==> src/rtl/axi_light_arbiter_2to1_if.sv <==
// AXI-lite bundle shared by the 2:1 arbiter and its requesters.
// Master drives requests; slave drives readies and responses.
interface if_axi_light #(
  parameter int AXI_ADDR_WIDTH  = 32,
  parameter int AXI_DATA_WIDTH  = 32,
  parameter int AXI_WSTRB_WIDTH = 4
);
  logic                       awvalid;
  logic                       awready;
  logic [AXI_ADDR_WIDTH-1:0]  awaddr;
  logic [2:0]                 awprot;
  logic                       wvalid;
  logic                       wready;
  logic [AXI_DATA_WIDTH-1:0]  wdata;
  logic [AXI_WSTRB_WIDTH-1:0] wstrb;
  logic                       bvalid;
  logic                       bready;
  logic [1:0]                 bresp;
  logic                       arvalid;
  logic                       arready;
  logic [AXI_ADDR_WIDTH-1:0]  araddr;
  logic [2:0]                 arprot;
  logic                       rvalid;
  logic                       rready;
  logic [AXI_DATA_WIDTH-1:0]  rdata;
  logic [1:0]                 rresp;

  modport master (
    output awvalid, awaddr, awprot,
    output wvalid, wdata, wstrb,
    output bready, arvalid, araddr, arprot,
    output rready,
    input  awready, wready, bvalid, bresp,
    input  arready, rvalid, rdata, rresp
  );

  modport slave (
    input  awvalid, awaddr, awprot,
    input  wvalid, wdata, wstrb,
    input  bready, arvalid, araddr, arprot,
    input  rready,
    output awready, wready, bvalid, bresp,
    output arready, rvalid, rdata, rresp
  );
endinterface

==> src/rtl/axi_light_arbiter_2to1.sv <==
// 2:1 AXI-lite arbiter, one whole transaction per grant.
// Define AXI_ARB_ROUND_ROBIN_EN for round-robin; else s0 has priority.
module axi_light_arbiter_2to1 #(
  parameter int WRITE_FIRST = 1
) (
  input  logic       clk,
  input  logic       res_n,
  if_axi_light.slave  s0_axi,
  if_axi_light.slave  s1_axi,
  if_axi_light.master m_axi,
  output logic [1:0] grant,
  output logic       busy
);

  typedef enum logic [2:0] {
    IDLE, WR_REQ, WR_RESP, RD_REQ, RD_RESP
  } state_t;

  state_t     state_q, state_d;
  logic [1:0] grant_q, grant_d;
  logic       aw_done_q, aw_done_d;
  logic       w_done_q, w_done_d;
  logic       owner;
  logic       req0, req1, pick1;
  logic       pick_aw, pick_ar, is_wr;
  logic       aw_hs, w_hs;
`ifdef AXI_ARB_ROUND_ROBIN_EN
  logic       last_q, last_d;
`endif

  assign owner = grant_q[1];
  assign grant = grant_q;
  assign busy  = (state_q != IDLE);

  // Pick the next owner and its transaction type in IDLE.
  always_comb begin
    req0  = s0_axi.awvalid | s0_axi.arvalid;
    req1  = s1_axi.awvalid | s1_axi.arvalid;
`ifdef AXI_ARB_ROUND_ROBIN_EN
    pick1 = req1 & (~req0 | ~last_q);
`else
    pick1 = req1 & ~req0;
`endif
    pick_aw = pick1 ? s1_axi.awvalid : s0_axi.awvalid;
    pick_ar = pick1 ? s1_axi.arvalid : s0_axi.arvalid;
    is_wr   = pick_aw & (~pick_ar | (WRITE_FIRST != 0));
  end

  // Next state, grant and write-channel completion flags.
  always_comb begin
    state_d   = state_q;
    grant_d   = grant_q;
    aw_done_d = aw_done_q;
    w_done_d  = w_done_q;
`ifdef AXI_ARB_ROUND_ROBIN_EN
    last_d    = last_q;
`endif
    aw_hs = m_axi.awvalid & m_axi.awready;
    w_hs  = m_axi.wvalid & m_axi.wready;
    unique case (state_q)
      IDLE: begin
        if (req0 | req1) begin
          grant_d = pick1 ? 2'b10 : 2'b01;
          state_d = is_wr ? WR_REQ : RD_REQ;
        end
      end
      WR_REQ: begin
        aw_done_d = aw_done_q | aw_hs;
        w_done_d  = w_done_q | w_hs;
        if (aw_done_d & w_done_d) begin
          state_d   = WR_RESP;
          aw_done_d = 1'b0;
          w_done_d  = 1'b0;
        end
      end
      WR_RESP: begin
        if (m_axi.bvalid & m_axi.bready) begin
          state_d = IDLE;
          grant_d = 2'b00;
`ifdef AXI_ARB_ROUND_ROBIN_EN
          last_d  = owner;
`endif
        end
      end
      RD_REQ: begin
        if (m_axi.arvalid & m_axi.arready) begin
          state_d = RD_RESP;
        end
      end
      RD_RESP: begin
        if (m_axi.rvalid & m_axi.rready) begin
          state_d = IDLE;
          grant_d = 2'b00;
`ifdef AXI_ARB_ROUND_ROBIN_EN
          last_d  = owner;
`endif
        end
      end
      default: state_d = IDLE;
    endcase
  end

  // State register; reset abandons any transaction in flight.
  always_ff @(posedge clk) begin
    if (!res_n) begin
      state_q   <= IDLE;
      grant_q   <= 2'b00;
      aw_done_q <= 1'b0;
      w_done_q  <= 1'b0;
`ifdef AXI_ARB_ROUND_ROBIN_EN
      last_q    <= 1'b1;
`endif
    end else begin
      state_q   <= state_d;
      grant_q   <= grant_d;
      aw_done_q <= aw_done_d;
      w_done_q  <= w_done_d;
`ifdef AXI_ARB_ROUND_ROBIN_EN
      last_q    <= last_d;
`endif
    end
  end

  // Route the owner's channels for the current phase; all else idles at 0.
  always_comb begin
    m_axi.awvalid  = 1'b0;
    m_axi.awaddr   = '0;
    m_axi.awprot   = '0;
    m_axi.wvalid   = 1'b0;
    m_axi.wdata    = '0;
    m_axi.wstrb    = '0;
    m_axi.bready   = 1'b0;
    m_axi.arvalid  = 1'b0;
    m_axi.araddr   = '0;
    m_axi.arprot   = '0;
    m_axi.rready   = 1'b0;
    s0_axi.awready = 1'b0;
    s0_axi.wready  = 1'b0;
    s0_axi.bvalid  = 1'b0;
    s0_axi.bresp   = '0;
    s0_axi.arready = 1'b0;
    s0_axi.rvalid  = 1'b0;
    s0_axi.rdata   = '0;
    s0_axi.rresp   = '0;
    s1_axi.awready = 1'b0;
    s1_axi.wready  = 1'b0;
    s1_axi.bvalid  = 1'b0;
    s1_axi.bresp   = '0;
    s1_axi.arready = 1'b0;
    s1_axi.rvalid  = 1'b0;
    s1_axi.rdata   = '0;
    s1_axi.rresp   = '0;
    unique case (state_q)
      WR_REQ: begin
        if (owner) begin
          m_axi.awvalid  = s1_axi.awvalid & ~aw_done_q;
          m_axi.awaddr   = s1_axi.awaddr;
          m_axi.awprot   = s1_axi.awprot;
          m_axi.wvalid   = s1_axi.wvalid & ~w_done_q;
          m_axi.wdata    = s1_axi.wdata;
          m_axi.wstrb    = s1_axi.wstrb;
          s1_axi.awready = m_axi.awready & ~aw_done_q;
          s1_axi.wready  = m_axi.wready & ~w_done_q;
        end else begin
          m_axi.awvalid  = s0_axi.awvalid & ~aw_done_q;
          m_axi.awaddr   = s0_axi.awaddr;
          m_axi.awprot   = s0_axi.awprot;
          m_axi.wvalid   = s0_axi.wvalid & ~w_done_q;
          m_axi.wdata    = s0_axi.wdata;
          m_axi.wstrb    = s0_axi.wstrb;
          s0_axi.awready = m_axi.awready & ~aw_done_q;
          s0_axi.wready  = m_axi.wready & ~w_done_q;
        end
      end
      WR_RESP: begin
        if (owner) begin
          m_axi.bready  = s1_axi.bready;
          s1_axi.bvalid = m_axi.bvalid;
          s1_axi.bresp  = m_axi.bresp;
        end else begin
          m_axi.bready  = s0_axi.bready;
          s0_axi.bvalid = m_axi.bvalid;
          s0_axi.bresp  = m_axi.bresp;
        end
      end
      RD_REQ: begin
        if (owner) begin
          m_axi.arvalid  = s1_axi.arvalid;
          m_axi.araddr   = s1_axi.araddr;
          m_axi.arprot   = s1_axi.arprot;
          s1_axi.arready = m_axi.arready;
        end else begin
          m_axi.arvalid  = s0_axi.arvalid;
          m_axi.araddr   = s0_axi.araddr;
          m_axi.arprot   = s0_axi.arprot;
          s0_axi.arready = m_axi.arready;
        end
      end
      RD_RESP: begin
        if (owner) begin
          m_axi.rready  = s1_axi.rready;
          s1_axi.rvalid = m_axi.rvalid;
          s1_axi.rdata  = m_axi.rdata;
          s1_axi.rresp  = m_axi.rresp;
        end else begin
          m_axi.rready  = s0_axi.rready;
          s0_axi.rvalid = m_axi.rvalid;
          s0_axi.rdata  = m_axi.rdata;
          s0_axi.rresp  = m_axi.rresp;
        end
      end
      default: ;
    endcase
  end

endmodule
==> src/flat_wrapper.sv <==
// flat-port wrapper written by rule: the top's interface ports become plain ports
module axi_light_arbiter_2to1_flat 
#(
  parameter int WRITE_FIRST = 1
)
  (clk, res_n, grant, busy, s0_axi_awvalid, s0_axi_awaddr, s0_axi_awprot, s0_axi_wvalid, s0_axi_wdata, s0_axi_wstrb, s0_axi_bready, s0_axi_arvalid, s0_axi_araddr, s0_axi_arprot, s0_axi_rready, s0_axi_awready, s0_axi_wready, s0_axi_bvalid, s0_axi_bresp, s0_axi_arready, s0_axi_rvalid, s0_axi_rdata, s0_axi_rresp, s1_axi_awvalid, s1_axi_awaddr, s1_axi_awprot, s1_axi_wvalid, s1_axi_wdata, s1_axi_wstrb, s1_axi_bready, s1_axi_arvalid, s1_axi_araddr, s1_axi_arprot, s1_axi_rready, s1_axi_awready, s1_axi_wready, s1_axi_bvalid, s1_axi_bresp, s1_axi_arready, s1_axi_rvalid, s1_axi_rdata, s1_axi_rresp, m_axi_awvalid, m_axi_awaddr, m_axi_awprot, m_axi_wvalid, m_axi_wdata, m_axi_wstrb, m_axi_bready, m_axi_arvalid, m_axi_araddr, m_axi_arprot, m_axi_rready, m_axi_awready, m_axi_wready, m_axi_bvalid, m_axi_bresp, m_axi_arready, m_axi_rvalid, m_axi_rdata, m_axi_rresp);
  if_axi_light s0_axi_i ();
  if_axi_light s1_axi_i ();
  if_axi_light m_axi_i ();
  input  logic clk;
  input  logic res_n;
  output logic [1:0] grant;
  output logic busy;
  input wire logic [$bits(s0_axi_i.awvalid)-1:0] s0_axi_awvalid;
  input wire logic [$bits(s0_axi_i.awaddr)-1:0] s0_axi_awaddr;
  input wire logic [$bits(s0_axi_i.awprot)-1:0] s0_axi_awprot;
  input wire logic [$bits(s0_axi_i.wvalid)-1:0] s0_axi_wvalid;
  input wire logic [$bits(s0_axi_i.wdata)-1:0] s0_axi_wdata;
  input wire logic [$bits(s0_axi_i.wstrb)-1:0] s0_axi_wstrb;
  input wire logic [$bits(s0_axi_i.bready)-1:0] s0_axi_bready;
  input wire logic [$bits(s0_axi_i.arvalid)-1:0] s0_axi_arvalid;
  input wire logic [$bits(s0_axi_i.araddr)-1:0] s0_axi_araddr;
  input wire logic [$bits(s0_axi_i.arprot)-1:0] s0_axi_arprot;
  input wire logic [$bits(s0_axi_i.rready)-1:0] s0_axi_rready;
  output wire logic [$bits(s0_axi_i.awready)-1:0] s0_axi_awready;
  output wire logic [$bits(s0_axi_i.wready)-1:0] s0_axi_wready;
  output wire logic [$bits(s0_axi_i.bvalid)-1:0] s0_axi_bvalid;
  output wire logic [$bits(s0_axi_i.bresp)-1:0] s0_axi_bresp;
  output wire logic [$bits(s0_axi_i.arready)-1:0] s0_axi_arready;
  output wire logic [$bits(s0_axi_i.rvalid)-1:0] s0_axi_rvalid;
  output wire logic [$bits(s0_axi_i.rdata)-1:0] s0_axi_rdata;
  output wire logic [$bits(s0_axi_i.rresp)-1:0] s0_axi_rresp;
  input wire logic [$bits(s1_axi_i.awvalid)-1:0] s1_axi_awvalid;
  input wire logic [$bits(s1_axi_i.awaddr)-1:0] s1_axi_awaddr;
  input wire logic [$bits(s1_axi_i.awprot)-1:0] s1_axi_awprot;
  input wire logic [$bits(s1_axi_i.wvalid)-1:0] s1_axi_wvalid;
  input wire logic [$bits(s1_axi_i.wdata)-1:0] s1_axi_wdata;
  input wire logic [$bits(s1_axi_i.wstrb)-1:0] s1_axi_wstrb;
  input wire logic [$bits(s1_axi_i.bready)-1:0] s1_axi_bready;
  input wire logic [$bits(s1_axi_i.arvalid)-1:0] s1_axi_arvalid;
  input wire logic [$bits(s1_axi_i.araddr)-1:0] s1_axi_araddr;
  input wire logic [$bits(s1_axi_i.arprot)-1:0] s1_axi_arprot;
  input wire logic [$bits(s1_axi_i.rready)-1:0] s1_axi_rready;
  output wire logic [$bits(s1_axi_i.awready)-1:0] s1_axi_awready;
  output wire logic [$bits(s1_axi_i.wready)-1:0] s1_axi_wready;
  output wire logic [$bits(s1_axi_i.bvalid)-1:0] s1_axi_bvalid;
  output wire logic [$bits(s1_axi_i.bresp)-1:0] s1_axi_bresp;
  output wire logic [$bits(s1_axi_i.arready)-1:0] s1_axi_arready;
  output wire logic [$bits(s1_axi_i.rvalid)-1:0] s1_axi_rvalid;
  output wire logic [$bits(s1_axi_i.rdata)-1:0] s1_axi_rdata;
  output wire logic [$bits(s1_axi_i.rresp)-1:0] s1_axi_rresp;
  output wire logic [$bits(m_axi_i.awvalid)-1:0] m_axi_awvalid;
  output wire logic [$bits(m_axi_i.awaddr)-1:0] m_axi_awaddr;
  output wire logic [$bits(m_axi_i.awprot)-1:0] m_axi_awprot;
  output wire logic [$bits(m_axi_i.wvalid)-1:0] m_axi_wvalid;
  output wire logic [$bits(m_axi_i.wdata)-1:0] m_axi_wdata;
  output wire logic [$bits(m_axi_i.wstrb)-1:0] m_axi_wstrb;
  output wire logic [$bits(m_axi_i.bready)-1:0] m_axi_bready;
  output wire logic [$bits(m_axi_i.arvalid)-1:0] m_axi_arvalid;
  output wire logic [$bits(m_axi_i.araddr)-1:0] m_axi_araddr;
  output wire logic [$bits(m_axi_i.arprot)-1:0] m_axi_arprot;
  output wire logic [$bits(m_axi_i.rready)-1:0] m_axi_rready;
  input wire logic [$bits(m_axi_i.awready)-1:0] m_axi_awready;
  input wire logic [$bits(m_axi_i.wready)-1:0] m_axi_wready;
  input wire logic [$bits(m_axi_i.bvalid)-1:0] m_axi_bvalid;
  input wire logic [$bits(m_axi_i.bresp)-1:0] m_axi_bresp;
  input wire logic [$bits(m_axi_i.arready)-1:0] m_axi_arready;
  input wire logic [$bits(m_axi_i.rvalid)-1:0] m_axi_rvalid;
  input wire logic [$bits(m_axi_i.rdata)-1:0] m_axi_rdata;
  input wire logic [$bits(m_axi_i.rresp)-1:0] m_axi_rresp;
  assign s0_axi_i.awvalid = s0_axi_awvalid;
  assign s0_axi_i.awaddr = s0_axi_awaddr;
  assign s0_axi_i.awprot = s0_axi_awprot;
  assign s0_axi_i.wvalid = s0_axi_wvalid;
  assign s0_axi_i.wdata = s0_axi_wdata;
  assign s0_axi_i.wstrb = s0_axi_wstrb;
  assign s0_axi_i.bready = s0_axi_bready;
  assign s0_axi_i.arvalid = s0_axi_arvalid;
  assign s0_axi_i.araddr = s0_axi_araddr;
  assign s0_axi_i.arprot = s0_axi_arprot;
  assign s0_axi_i.rready = s0_axi_rready;
  assign s0_axi_awready = s0_axi_i.awready;
  assign s0_axi_wready = s0_axi_i.wready;
  assign s0_axi_bvalid = s0_axi_i.bvalid;
  assign s0_axi_bresp = s0_axi_i.bresp;
  assign s0_axi_arready = s0_axi_i.arready;
  assign s0_axi_rvalid = s0_axi_i.rvalid;
  assign s0_axi_rdata = s0_axi_i.rdata;
  assign s0_axi_rresp = s0_axi_i.rresp;
  assign s1_axi_i.awvalid = s1_axi_awvalid;
  assign s1_axi_i.awaddr = s1_axi_awaddr;
  assign s1_axi_i.awprot = s1_axi_awprot;
  assign s1_axi_i.wvalid = s1_axi_wvalid;
  assign s1_axi_i.wdata = s1_axi_wdata;
  assign s1_axi_i.wstrb = s1_axi_wstrb;
  assign s1_axi_i.bready = s1_axi_bready;
  assign s1_axi_i.arvalid = s1_axi_arvalid;
  assign s1_axi_i.araddr = s1_axi_araddr;
  assign s1_axi_i.arprot = s1_axi_arprot;
  assign s1_axi_i.rready = s1_axi_rready;
  assign s1_axi_awready = s1_axi_i.awready;
  assign s1_axi_wready = s1_axi_i.wready;
  assign s1_axi_bvalid = s1_axi_i.bvalid;
  assign s1_axi_bresp = s1_axi_i.bresp;
  assign s1_axi_arready = s1_axi_i.arready;
  assign s1_axi_rvalid = s1_axi_i.rvalid;
  assign s1_axi_rdata = s1_axi_i.rdata;
  assign s1_axi_rresp = s1_axi_i.rresp;
  assign m_axi_awvalid = m_axi_i.awvalid;
  assign m_axi_awaddr = m_axi_i.awaddr;
  assign m_axi_awprot = m_axi_i.awprot;
  assign m_axi_wvalid = m_axi_i.wvalid;
  assign m_axi_wdata = m_axi_i.wdata;
  assign m_axi_wstrb = m_axi_i.wstrb;
  assign m_axi_bready = m_axi_i.bready;
  assign m_axi_arvalid = m_axi_i.arvalid;
  assign m_axi_araddr = m_axi_i.araddr;
  assign m_axi_arprot = m_axi_i.arprot;
  assign m_axi_rready = m_axi_i.rready;
  assign m_axi_i.awready = m_axi_awready;
  assign m_axi_i.wready = m_axi_wready;
  assign m_axi_i.bvalid = m_axi_bvalid;
  assign m_axi_i.bresp = m_axi_bresp;
  assign m_axi_i.arready = m_axi_arready;
  assign m_axi_i.rvalid = m_axi_rvalid;
  assign m_axi_i.rdata = m_axi_rdata;
  assign m_axi_i.rresp = m_axi_rresp;
  axi_light_arbiter_2to1 #(.WRITE_FIRST(WRITE_FIRST)) u_core (.clk(clk), .res_n(res_n), .s0_axi(s0_axi_i), .s1_axi(s1_axi_i), .m_axi(m_axi_i), .grant(grant), .busy(busy));
endmodule
==> config.mk <==
export PLATFORM = sky130hd
export DESIGN_NAME = axi_light_arbiter_2to1_flat
export DESIGN_NICKNAME = d
export VERILOG_FILES = /design/src/rtl/axi_light_arbiter_2to1_if.sv /design/src/rtl/axi_light_arbiter_2to1.sv /design/src/flat_wrapper.sv
export SDC_FILE = /design/constraint.sdc
export NUM_CORES = 1
export LEC_CHECK = 0
export BUFFER_PORTS_ARGS = -buffer_cell sky130_fd_sc_hd__buf_2
export CORE_AREA = 2 2 181 183
export CTS_CLUSTER_SIZE = 30
export DETAILED_ROUTE_END_ITERATION = 8
export DIE_AREA = 0 0 183 185
export GPL_TIMING_DRIVEN = 0
export PLACE_DENSITY_LB_ADDON = 0.25
export REMOVE_ABC_BUFFERS = 1
export SYNTH_ARGS = -nofsm -noshare
export SYNTH_HDL_FRONTEND = slang
export SYNTH_SLANG_ARGS = --single-unit
==> constraint.sdc <==
create_clock -name clk -period 3.4 [get_ports clk]
set_input_delay 0.34 -clock clk [delete_from_list [all_inputs] [get_ports clk]]
set_output_delay 0.34 -clock clk [all_outputs]
set_load 0.05 [all_outputs]
## Yosys cells after proc, flatten, opt, wreduce, memory -nomap -nowiden

Index checks and enable logic that the tools add are counted.

- Equality and inequality tests: 9
- Mux-type cells: 69
- Bitwise logic cells: 21
- Reductions and logical operators: 5

Operator list:

| kind | number |
|---|---|
| $mux 32 | 10 |
| $mux 1 | 33 |
| $mux 3 | 9 |
| $mux 2 | 13 |
| $pmux 3 s5 | 1 |
| $and 1x1->1 | 13 |
| $ne 2x1->1 const B | 5 |
| $mux 4 | 2 |
| $eq 3x2->1 const B | 2 |
| $pmux 2 s3 | 1 |
| $reduce_bool 3->1 | 2 |
| $or 1x1->1 | 5 |
| $reduce_and 5->1 | 1 |
| $reduce_and 4->1 | 1 |
| $eq 3x1->1 const B | 1 |
| $eq 3x3->1 const B | 1 |
| $logic_not 3->1 | 1 |
| $not 1->1 | 3 |

- Flip-flop bits (word level): 7
- Bits of input ports: 265
- Output and inout bits: 196
- Logic and storage cells: 108

## Depth between registers and ports, before layout

Gate-level depths: netlist (run 1).

- Depth in word-level cells: 9
- Gate-level depth with buffers: 6
- Mapped depth without buffers: 5

## Worst setup path after synthesis (run 1)

No wires, ideal clock.

- Path type: flip-flop to output port
- Start point: register u_core.grant_q[1] (netlist: u_core.grant[1])
- End point: output m_axi_wvalid
- Arrival time: 2.389 ns
- Data required time: 3.060 ns
- Path slack: 0.671 ns
- Stages on the path, launching flop included: 4
- Buffers on the path: 1
- Cells stage by stage: dfxtp_1 > buf_6 > mux2i_1 > nor4_1

- Word-level cells in the longest chain between the ends: 2

Ends and longest elaborated chain:

| item | line | text |
|---|---|---|
| start: declaration | axi_light_arbiter_2to1.sv:20 | `logic [1:0] grant_q, grant_d;` |
| start signal: assignment | axi_light_arbiter_2to1.sv:115 | `grant_q <= grant_d;` |
| $mux 1 | axi_light_arbiter_2to1.sv:155 | `if (owner) begin` |
| $mux 1 | axi_light_arbiter_2to1.sv:153 | `unique case (state_q)` |
| end: declaration | flat_wrapper.sv:55 | `output wire logic [$bits(m_axi_i.wvalid)-1:0] m_axi_wvalid;` |

No other way between the ends.

## Worst setup path in the final report (run 1)

- Start point: register u_core.grant_q[1] (netlist: u_core.grant[1])
- End point: output s1_axi_rdata[14]

- Word-level cells in the longest chain between the ends: 2

Ends and longest elaborated chain:

| item | line | text |
|---|---|---|
| $mux 32 | axi_light_arbiter_2to1.sv:200 | `if (owner) begin` |
| $mux 32 | axi_light_arbiter_2to1.sv:153 |  |
| end: declaration | flat_wrapper.sv:50 | `output wire logic [$bits(s1_axi_i.rdata)-1:0] s1_axi_rdata;` |

No other way between the ends.

==> run summary, run 1 <==
Distinct cells, synth: 40
most frequent cell after synthesis: nor2_1
CP startpoint kind: register
# rows: 66
final wirelength: 17,500 µm
cell taking the most area after synthesis: mux2i_1
share of cells above drive strength 1: 57.4%
DIE WIDTH: 183 µm
number of global-route vias before repair: 3,919
Fmax: 362 MHz
reg-to-reg critical path startpoint: u_core.state_q[1]$_SDFFE_PN0P_
Synth Cell Area: 2810 µm²
final setup margin: 636 ps
TritonCTS Buffers: 3
crit path max fanout: 35
RSZ-0062 raised after global routing: no
Reg clk slew, reported paths: 40 ps
final setup violation count: 0
Rel. slew slack: 35.3%
fin crit period: 2760 ps
Seq/Total Area, Yosys: 4.99%
Post-synth EDFFs: 0
Synth top cells by count: nor2_1, mux2i_1, and2_1, clkbuf_1
yosys warns: 0
Hold Vio Cnt, Final: 0
drt wl/cell: 14.0 µm
Reg2Reg Capture Point: u_core.state_q[2]$_SDFFE_PN0P_
WP data required: 3060 ps
die area: 33,900 µm²
Hold Crit Endpoint: u_core.w_done_q$_SDFFE_PN0P_
Remaining DRCs: 0
Post-CTS Setup Repair Bufs: 0
Area Growth Syn to Fin: 99.3%
total track usage: 9.14%
gp weighted congestion: 0.729
DPL Wire Length: 15,500 µm
hold_sp: res_n
status: complete, no violations
post-CTS resize count: 0
DP Worst Slack: 818 ps
Ports: 461
asr flop ratio synth: 0%
port bufs: 460
critical path endpoint category: primary output
GRT overflow: 0
largest net degree at the start of global routing: 74
depth of the most critical reg-to-reg path: 5
Worst VDD drop: 0.316 mV
critical path class: reg -> out
filler cell count: 3,744
final instance area: 5600 µm²
Worst Hold Slack: 379 ps
cells taking the most area after synthesis: mux2i_1, nor2_1, and2_1
CTS max path bufs: 2
Leak: 3.08 nW
Layout Utilization: 17.5%
hold buffer count at cts: 0
CTS tree: yes
1st-iter DRT viols: 101
max_cap viols: 0
Power Density: 550 nW/µm²
initial antenna violation count: 3
Cells on Worst Hold Path: 3
Core ar.: 32,000 µm²
Final Skew: 1.27 ps
total number of vias: 4,390
clk root buf: clkbuf_16
Slew @ Worst Pin: 970 ps
post-synth top area share: 39.5%
Sink Count: 7
Post-Place Cell Area: 5520 µm²
ANT cells: 0
TritonRoute pass-1 iters: 5
fin. max-slew vios: 0
H-tree depth: 1
fin nets: 1,109
flops & latches, synth: 7
Via-to-Cell Ratio: 3.51
setup slack, reg-to-reg: 990 ps
first-pass GRT wire length: 23,700 µm
arrival time of the worst setup path: 2420 ps
HP Class: in -> reg
final worst path period share: 81.3%
clock insertion delay at the later pin of the skew report: 230 ps
antenna-violating nets left: 0
Mapped Cells: 411
Initial Util: 8.77%
Avg Inst Size Synth: 6.84 µm²
Chip Height: 185 µm
most used flip-flop cell after synthesis: dfxtp_1
==> where the power goes <==
group          internal (mW)  total [mW]  switching (mW)
Sequential             0.107       0.190          0.0829
Combinational          0.708        2.68            1.98
Clock                  0.157       0.207          0.0506
==> worst max path at each step <==
stage,slack [ps],cells after the start,from,endpoint
6_report,640,3,u_core.grant[1]$_SDFFE_PN0P_,s1_axi_rdata[14]
5_1_grt,470,3,u_core.grant[1]$_SDFFE_PN0P_,s1_axi_rdata[14]
2_1_floorplan,-3400,2,u_core.grant[1]$_SDFFE_PN0P_,m_axi_wvalid
3_5_place_dp,820,3,u_core.grant[1]$_SDFFE_PN0P_,s1_axi_rdata[14]
4_1_cts,570,3,u_core.grant[1]$_SDFFE_PN0P_,s1_axi_rdata[14]
3_3_place_gp,-4000,3,u_core.grant[1]$_SDFFE_PN0P_,s1_axi_rdata[14]
==> state kept, by name, indices dropped and copies added, names as in the netlist <==
signal / flops
u_core.w_done_q: 1
u_core.state_q: 3
u_core.aw_done_q: 1
u_core.grant: 2
==> area by class of cell <==
cell class | count | area, µm² | share of cell area [%]
flip-flops and latches | 7 | 144 | 2.57
repair buffers | 463 | 2380 | 42.6
well taps | 408 | 510 | 9.11
multi-input cells | 367 | 2480 | 44.2
inverters | 2 | 7.51 | 0.134
clock buffers | 4 | 78.8 | 1.41
==> cells in the final DEF (no fill, tap or decap) <==
master / n
buf_2: 460
nand3_1: 1
o32ai_4: 1
nor2_1: 123
mux2i_1: 111
clkbuf_1: 1
o22ai_2: 1
nand2b_1: 4
nand2_1: 10
nor3_1: 2
nand4b_1: 1
inv_1: 1
and3_1: 7
a21oi_1: 5
mux2i_2: 1
buf_16: 3
o31ai_2: 1
a21oi_2: 2
nor2_8: 1
dfxtp_1: 6
nor3_2: 1
nor2b_1: 3
nand2b_4: 1
and2_1: 73
a221oi_2: 1
nor2b_2: 1
dfxtp_4: 1
or3b_4: 1
a211oi_1: 1
xnor2_1: 1
or2_2: 1
nor2_4: 1
clkbuf_16: 3
or3_1: 3
o21bai_1: 1
o21ai_0: 3
nor4_1: 2
nand3b_2: 1
inv_2: 1
mux2_2: 1
==> per-stage QoR <==
stage,std cells,total power [mW],TNS [ps]
3_5_place_dp,1247,2.91,0
3_3_place_gp,1244,2.97,-680100
6_report,1251,3.08,0
4_1_cts,1251,3.13,0
2_1_floorplan,376,2.21,-475850
5_1_grt,1251,3.27,0
==> critical path, cell delays in order (launching register included) <==
cell     delay (ps)
dfxtp_4         720
and3_1          910
and2_1          260
buf_2           270
==> logic make-up (layout without fill, tap and decap cells) <==
| logic type | after synthesis | count (layout) | share of synthesized area, % |
|---|---|---|---|
| and+or+nand+nor | 237 | 237 | 42.3 |
| AOI/OAI and AO/OA | 16 | 16 | 4.99 |
| muxes | 113 | 113 | 40.4 |
| xor gates and xnor gates | 1 | 1 | 0.312 |
| DFF | 7 | 7 | 4.99 |
| buffers and inverters | 37 | 469 | 6.99 |
==> routing by layer <==
layer  vias to the layer above  share of wire, %  track usage, %
met5                         -              0.15               0
met4                         4              0.72            1.02
met3                        17               7.4            1.51
met2                       268                52            17.7
met1                      1869                40            10.8
li1                       2232                 -               -
(Power assumes the default switching activity.)
==> run 2, diff against run 1 <==
==> constraint.sdc (replaced) <==
create_clock -name clk -period 2.55 [get_ports clk]
set_input_delay 0.255 -clock clk [delete_from_list [all_inputs] [get_ports clk]]
set_output_delay 0.255 -clock clk [all_outputs]
set_load 0.05 [all_outputs]
==> run 2 against run 1 <==
Net effect:
- design area increased by 1.7%
- via count up 0.59%
- worst hold slack worse by 85 ps
- global-route usage up 0.20 points
- routed wire length is 3.9% higher
- register-to-register slack got worse by 450 ps
- worst setup slack got worse by 430 ps
- non-clock buffer count up 3
- clock power rose by 33%
- critical path depth rose by 2
- clock skew hardly changed
- critical endpoint is now s1_axi_awready
- largest power group unchanged
==> run summary, run 2 (synthesis results as in run 1) <==
crit path max fanout: 73 (+110%)
hold_sp: res_n
share of cells above drive strength 1: 57.9% (+0.44 points)
Core ar.: 32,000 µm² (unchanged)
Rel. slew slack: 52.5% (+17 points)
DPL Wire Length: 15,500 µm (unchanged)
critical path class: reg -> out
gp weighted congestion: 0.729 (unchanged)
initial antenna violation count: 3 (unchanged)
area of the multi-input gates: 2500 µm² (+0.86%)
Fmax: 426 MHz
max_cap viols: 0 (unchanged)
Leak: 3.14 nW (+1.7%)
Remaining DRCs: 0 (unchanged)
CP startpoint kind: register
Seq pwr share: 5.8% (-0.3 points)
Largest Register: u_core.state_q
worst-path cell chain: or3b_4 -> buf_16 -> nor2_8 -> and3_1 -> buf_2
filler cell count: 3,734 (-0.27%)
1st-iter DRT viols: 93 (-7.9%)
total power: 4.16 mW (+35%)
Critical Path Start: u_core.state_q[0]$_SDFFE_PN0P_
Worst VDD drop: 0.421 mV (+33%)
antenna-violating nets left: 0 (unchanged)
FF/Latch Area: 145 µm² (+0.87%)
drt wl/cell: 14.5 µm (+3.6%)
Cells on Worst Hold Path: 3 (unchanged)
WP data required: 2300 ps (-760 ps)
TritonRoute pass-1 iters: 4 (-1)
hold buffer count at cts: 0 (unchanged)
Psw: 2.84 mW (+35%)
Slew @ Worst Pin: 707 ps (-264 ps)
Max stage delay on crit path: 620 ps (-290 ps)
arrival time of the worst setup path: 2090 ps (-330 ps)
clk root buf: clkbuf_16
depth of the most critical reg-to-reg path: 5 (unchanged)
Hold Vio Cnt, Final: 0 (unchanged)
H-tree depth: 1 (unchanged)
number of global-route vias before repair: 3,954 (+0.89%)
first-pass GRT wire length: 24,200 µm (+2.1%)
Power Density: 731 nW/µm² (+33%)
Final Skew: 1.38 ps (+0.102 ps)
reg-to-reg critical path startpoint: u_core.state_q[2]$_SDFFE_PN0P_
final wirelength: 18,200 µm (+3.9%)
final worst path period share: 92.0%
clock insertion delay at the later pin of the skew report: 230 ps (about the same)
commonest cells after routing, fill and taps aside: buf_2, nor2_1, mux2i_1
total track usage: 9.34% (+0.20 points)
Post-Place Cell Area: 5520 µm² (unchanged)
Area Growth Syn to Fin: 103%
RSZ-0062 raised after global routing: no
die area: 33,900 µm² (unchanged)
# rows: 66 (unchanged)
Hold Crit Endpoint: u_core.w_done_q$_SDFFE_PN0P_
HP Class: in -> reg
fin crit period: 2350 ps
Ports: 461 (unchanged)
final setup violation count: 0 (unchanged)
ANT cells: 0 (unchanged)
critical path endpoint category: primary output
Reg2Reg Capture Point: u_core.state_q[1]$_SDFFE_PN0P_
combinational share of power: 87.6% (+0.5 points)
fin. max-slew vios: 0 (unchanged)
TritonCTS Buffers: 3 (unchanged)
Int Power: 1.32 mW (+36%)
max reg flops: 3 (unchanged)
Via-to-Cell Ratio: 3.52 (+0.27%)
total number of vias: 4,416 (+0.59%)
Sw Share: 68.2% (-0.26 points)
status: complete, no violations
port bufs: 460 (unchanged)
commonest non-fill, non-tap cell in the layout: buf_2
Sink Count: 7 (unchanged)
Initial Util: 8.77% (unchanged)
Critical Path Slowest Stage Cell: dfxtp_1
CTS tree: yes
largest net degree at the start of global routing: 74 (unchanged)
share of total power in the clock network: 6.6% (about the same)
DIE WIDTH: 183 µm (unchanged)
Sum Neg Setup Slack: 0 ps (unchanged)
fin nets: 1,113 (+0.36%)
CTS max path bufs: 2 (unchanged)
Chip Height: 185 µm (unchanged)
Reg clk slew, reported paths: 40 ps (about the same)
final instance area: 5700 µm² (+1.7%)
GRT overflow: 0 (unchanged)
setup slack, reg-to-reg: 540 ps (-450 ps)
==> run 2: power groups by stage <==
| stage | combinational, mW | clock, mW | sequential, mW |
|---|---|---|---|
| floorplan | 2.62 | 0 | 0.326 |
| global placement | 3.62 | 0 | 0.341 |
| detailed placement | 3.62 | 0 | 0.256 |
| CTS | 3.66 | 0.282 | 0.251 |
| global route | 3.86 | 0.292 | 0.253 |
| finish | 3.65 | 0.276 | 0.242 |
==> run 2: worst max path at each step <==
| stage | to | slack [ps] |
|---|---|---|
| 6_report | s1_axi_awready | 200 |
| 5_1_grt | s0_axi_rdata[25] | 50 |
| 4_1_cts | m_axi_wdata[10] | 50 |
| 3_5_place_dp | u_core.state_q[2]$_SDFFE_PN0P_ | 40 |
| 3_3_place_gp | s1_axi_rdata[14] | -4770 |
| 2_1_floorplan | m_axi_wvalid | -4160 |
==> run 2: what timing repair did <==
item                       4_1_cts  5_1_grt
setup endpoints to repair       73       36
pin swaps                        0        1
gates cloned                     0        1
setup buffers                    1        2
resized for setup                3        1
==> run 2: worst max-delay path, delay by kind of cell, from the launching register on <==
| family | cells | cell delay, ps |
|---|---|---|
| flip-flops | 1 | 620 |
| buffers and inverters | 2 | 460 |
| AND/OR/NAND/NOR | 3 | 740 |
==> run 2: area by class of cell <==
cell class | instances | share of cell area [%]
tap | 408 | 8.96
multi-input combinational | 368 | 43.8
clock buffer | 4 | 1.38
inverter | 2 | 0.132
timing repair buffer | 466 | 43.1
sequential | 7 | 2.55
==> run 2: stage by stage <==
stage | cells | util [%] | setup slack, ps | hold WS (ps)
global placement | 1244 | 17.0 | -4770 | 453
CTS | 1252 | 17.6 | 46.1 | 299
finish | 1255 | 17.8 | 205 | 293
global route | 1255 | 17.8 | 52.3 | 318
floorplan | 376 | - | -4160 | 369
detailed placement | 1247 | 17.2 | 43.2 | 463
==> run 2: routing by layer <==
| metal | vias to the layer above | global-route usage (%) | wire length [µm] |
|---|---|---|---|
| li1 | 2239 | - | - |
| met1 | 1896 | 11.1 | 7250 |
| met2 | 262 | 18.1 | 9570 |
| met3 | 15 | 1.49 | 1290 |
| met4 | 4 | 0.992 | 106 |
| met5 | - | 0 | 27 |
==> run 3, diff against run 2 <==
--- a/config.mk
+++ b/config.mk
@@ -5,7 +5,7 @@
 export SDC_FILE = /design/constraint.sdc
 export NUM_CORES = 1
 export LEC_CHECK = 0
-export BUFFER_PORTS_ARGS = -buffer_cell sky130_fd_sc_hd__buf_2
+export BUFFER_PORTS_ARGS = -buffer_cell sky130_fd_sc_hd__buf_4
 export CORE_AREA = 2 2 181 183
 export CTS_CLUSTER_SIZE = 30
 export DETAILED_ROUTE_END_ITERATION = 8
==> run 3 against run 2 <==
Net effect:
- worst setup slack got worse by 110 ps
- sequential share of layout area decreased by 0.41 points
- clock power barely moved
- clock skew barely moved
- register-to-register slack worse by 40 ps
- first-iteration DRC count shrank 5.4%
- non-clock buffer count fell by 2
- critical path type unchanged
- largest power group unchanged
==> run summary, run 3 (synthesis results as in run 1) <==
DPL Wire Length: 16,200 µm (+4.4%)
Via-to-Cell Ratio: 3.55 (+1.0%)
Power Density: 673 nW/µm² (-7.9%)
met3 usage: 2.26% (+0.77 points)
Max stage delay on crit path: 610 ps (about the same)
worst-path cell chain: nand2_1 -> nor2_2 -> and2_1 -> buf_4
CTS tree: yes
Worst VDD drop: 0.437 mV (+3.9%)
critical path endpoint category: primary output
met1 Usage GRT: 11.2% (+0.18 points)
first-pass GRT wire length: 25,900 µm (+7.1%)
fin crit period: 2460 ps (+111 ps)
HP Class: in -> reg
grt peak-use layer: met2
CTS max path bufs: 2 (unchanged)
clk root buf: clkbuf_16
max_cap viols: 0 (unchanged)
FF/Latch Area: 145 µm² (unchanged)
Layout Utilization: 21.2% (+3.4 points)
met2 usage: 19.1% (+1.0 points)
Initial Util: 8.77% (unchanged)
fin nets: 1,111 (-0.18%)
final worst path period share: 96.3% (+4.3 points)
Hold Vio Cnt, Final: 0 (unchanged)
clock insertion delay at the later pin of the skew report: 230 ps (about the same)
largest net degree at the start of global routing: 69 (-6.8%)
ANT cells: 0 (unchanged)
total power: 4.57 mW (+9.8%)
Remaining DRCs: 0 (unchanged)
gp weighted congestion: 0.722 (-0.93%)
antenna-violating nets left: 0 (unchanged)
drt wl/cell: 15.2 µm (+4.3%)
die area: 33,900 µm² (unchanged)
Final Skew: 0.934 ps (-0.441 ps)
arrival time of the worst setup path: 2200 ps (+110 ps)
Slew @ Worst Pin: 684 ps (-23.0 ps)
TritonRoute pass-1 iters: 4 (unchanged)
Area Growth Syn to Fin: 142%
Chip Height: 185 µm (unchanged)
commonest non-fill, non-tap cell in the layout: buf_4
Leak: 3.34 nW (+6.5%)
number of global-route vias before repair: 4,253 (+7.6%)
crit path max fanout: 17 (-77%)
Critical Path Slowest Stage Cell: dfxtp_1
TritonCTS Buffers: 3 (unchanged)
# rows: 66 (unchanged)
Rel. slew slack: 54.1% (+1.5 points)
WP data required: 2300 ps (about the same)
GRT overflow: 0 (unchanged)
RSZ-0062 raised after global routing: no
Largest Register: u_core.state_q
final setup violation count: 0 (unchanged)
Core ar.: 32,000 µm² (unchanged)
Reg clk slew, reported paths: 40 ps (about the same)
port bufs: 460 (unchanged)
filler cell count: 3,647 (-2.3%)
commonest cells after routing, fill and taps aside: buf_4, nor2_1, mux2i_1
hold buffer count at cts: 0 (unchanged)
initial antenna violation count: 1 (-2)
Sink Count: 7 (unchanged)
area of the multi-input gates: 2490 µm² (-0.20%)
H-tree depth: 1 (unchanged)
total track usage: 9.89% (+0.55 points)
Fmax: 407 MHz (-4.5%)
status: complete, no violations
1st-iter DRT viols: 88 (-5.4%)
max reg flops: 3 (unchanged)
Ports: 461 (unchanged)
CP startpoint kind: register
fin. max-slew vios: 0 (unchanged)
share of cells above drive strength 1: 57.8% (-0.10 points)
final wirelength: 19,000 µm (+4.1%)
DIE WIDTH: 183 µm (unchanged)
total number of vias: 4,453 (+0.84%)
critical path class: reg -> out
[run 3: cell count changes in the layout (fill, tap and decap cells not counted)]
cell	delta
buf_16	-1
buf_2	-460
buf_4	+460
clkbuf_16	-1
nor2_2	+1
nor2_4	-1
[run 3: stage by stage]
step                hold WS, ps  cell area, µm²  std cells  TNS, ps  setup WS (ps)
finish                      289            6790       1253        0           93.9
global route                291            6790       1253        0           5.14
CTS                         285            6780       1252        0           70.4
detailed placement          459            6670       1247        0           56.7
global placement            455            6590       1244  -852030          -4870
floorplan                   369            2620        376  -630210          -4160
[run 3: worst max-delay path: cells and delay by family (launching register included)]
| kind | cells | cell delay, ps |
|---|---|---|
| and+or+nand+nor | 3 | 1160 |
| DFF | 1 | 610 |
| buffers and inverters | 1 | 190 |
[run 3: path summary, 6_finish.rpt]
check / from / endpoint / slack, ps / cells past startpoint
hold / removal: res_n / u_core.aw_done_q$_SDFFE_PN0P_ / 290 / 3
setup / recovery: u_core.state_q[2]$_SDFFE_PN0P_ / s0_axi_rdata[22] / 90 / 4
hold reg to reg: u_core.grant[0]$_SDFFE_PN0P_ / u_core.grant[0]$_SDFFE_PN0P_ / 470 / 2
setup reg to reg: u_core.grant[1]$_SDFFE_PN0P_ / u_core.state_q[2]$_SDFFE_PN0P_ / 500 / 6
[run 3: cell type report]
type / count / share of cell area (%)
Multi-Input combinational cell: 368 / 36.7
Sequential cell: 7 / 2.14
Clock buffer: 4 / 1.16
Tap cell: 408 / 7.52
Inverter: 2 / 0.111
Timing Repair Buffer: 464 / 52.4
[run 3: repair_timing]
item,4_1_cts,5_1_grt
pin swaps,0,1
gates resized for setup,2,1
setup buffers,1,0
cloned,0,1
endpoints found under the setup margin,39,7
[run 3: power by group]
part	switching (mW)	internal [mW]	leakage, nW
clock network	0.0652	0.209	0.0382
registers	0.107	0.144	0.0585
logic	2.71	1.34	3.24
[run 3: metal layers]
layer	share of wire (%)	wire length (µm)
met5	0.068	13
met4	0.52	98
met3	8.8	1670
met2	53	10000
met1	38	7200
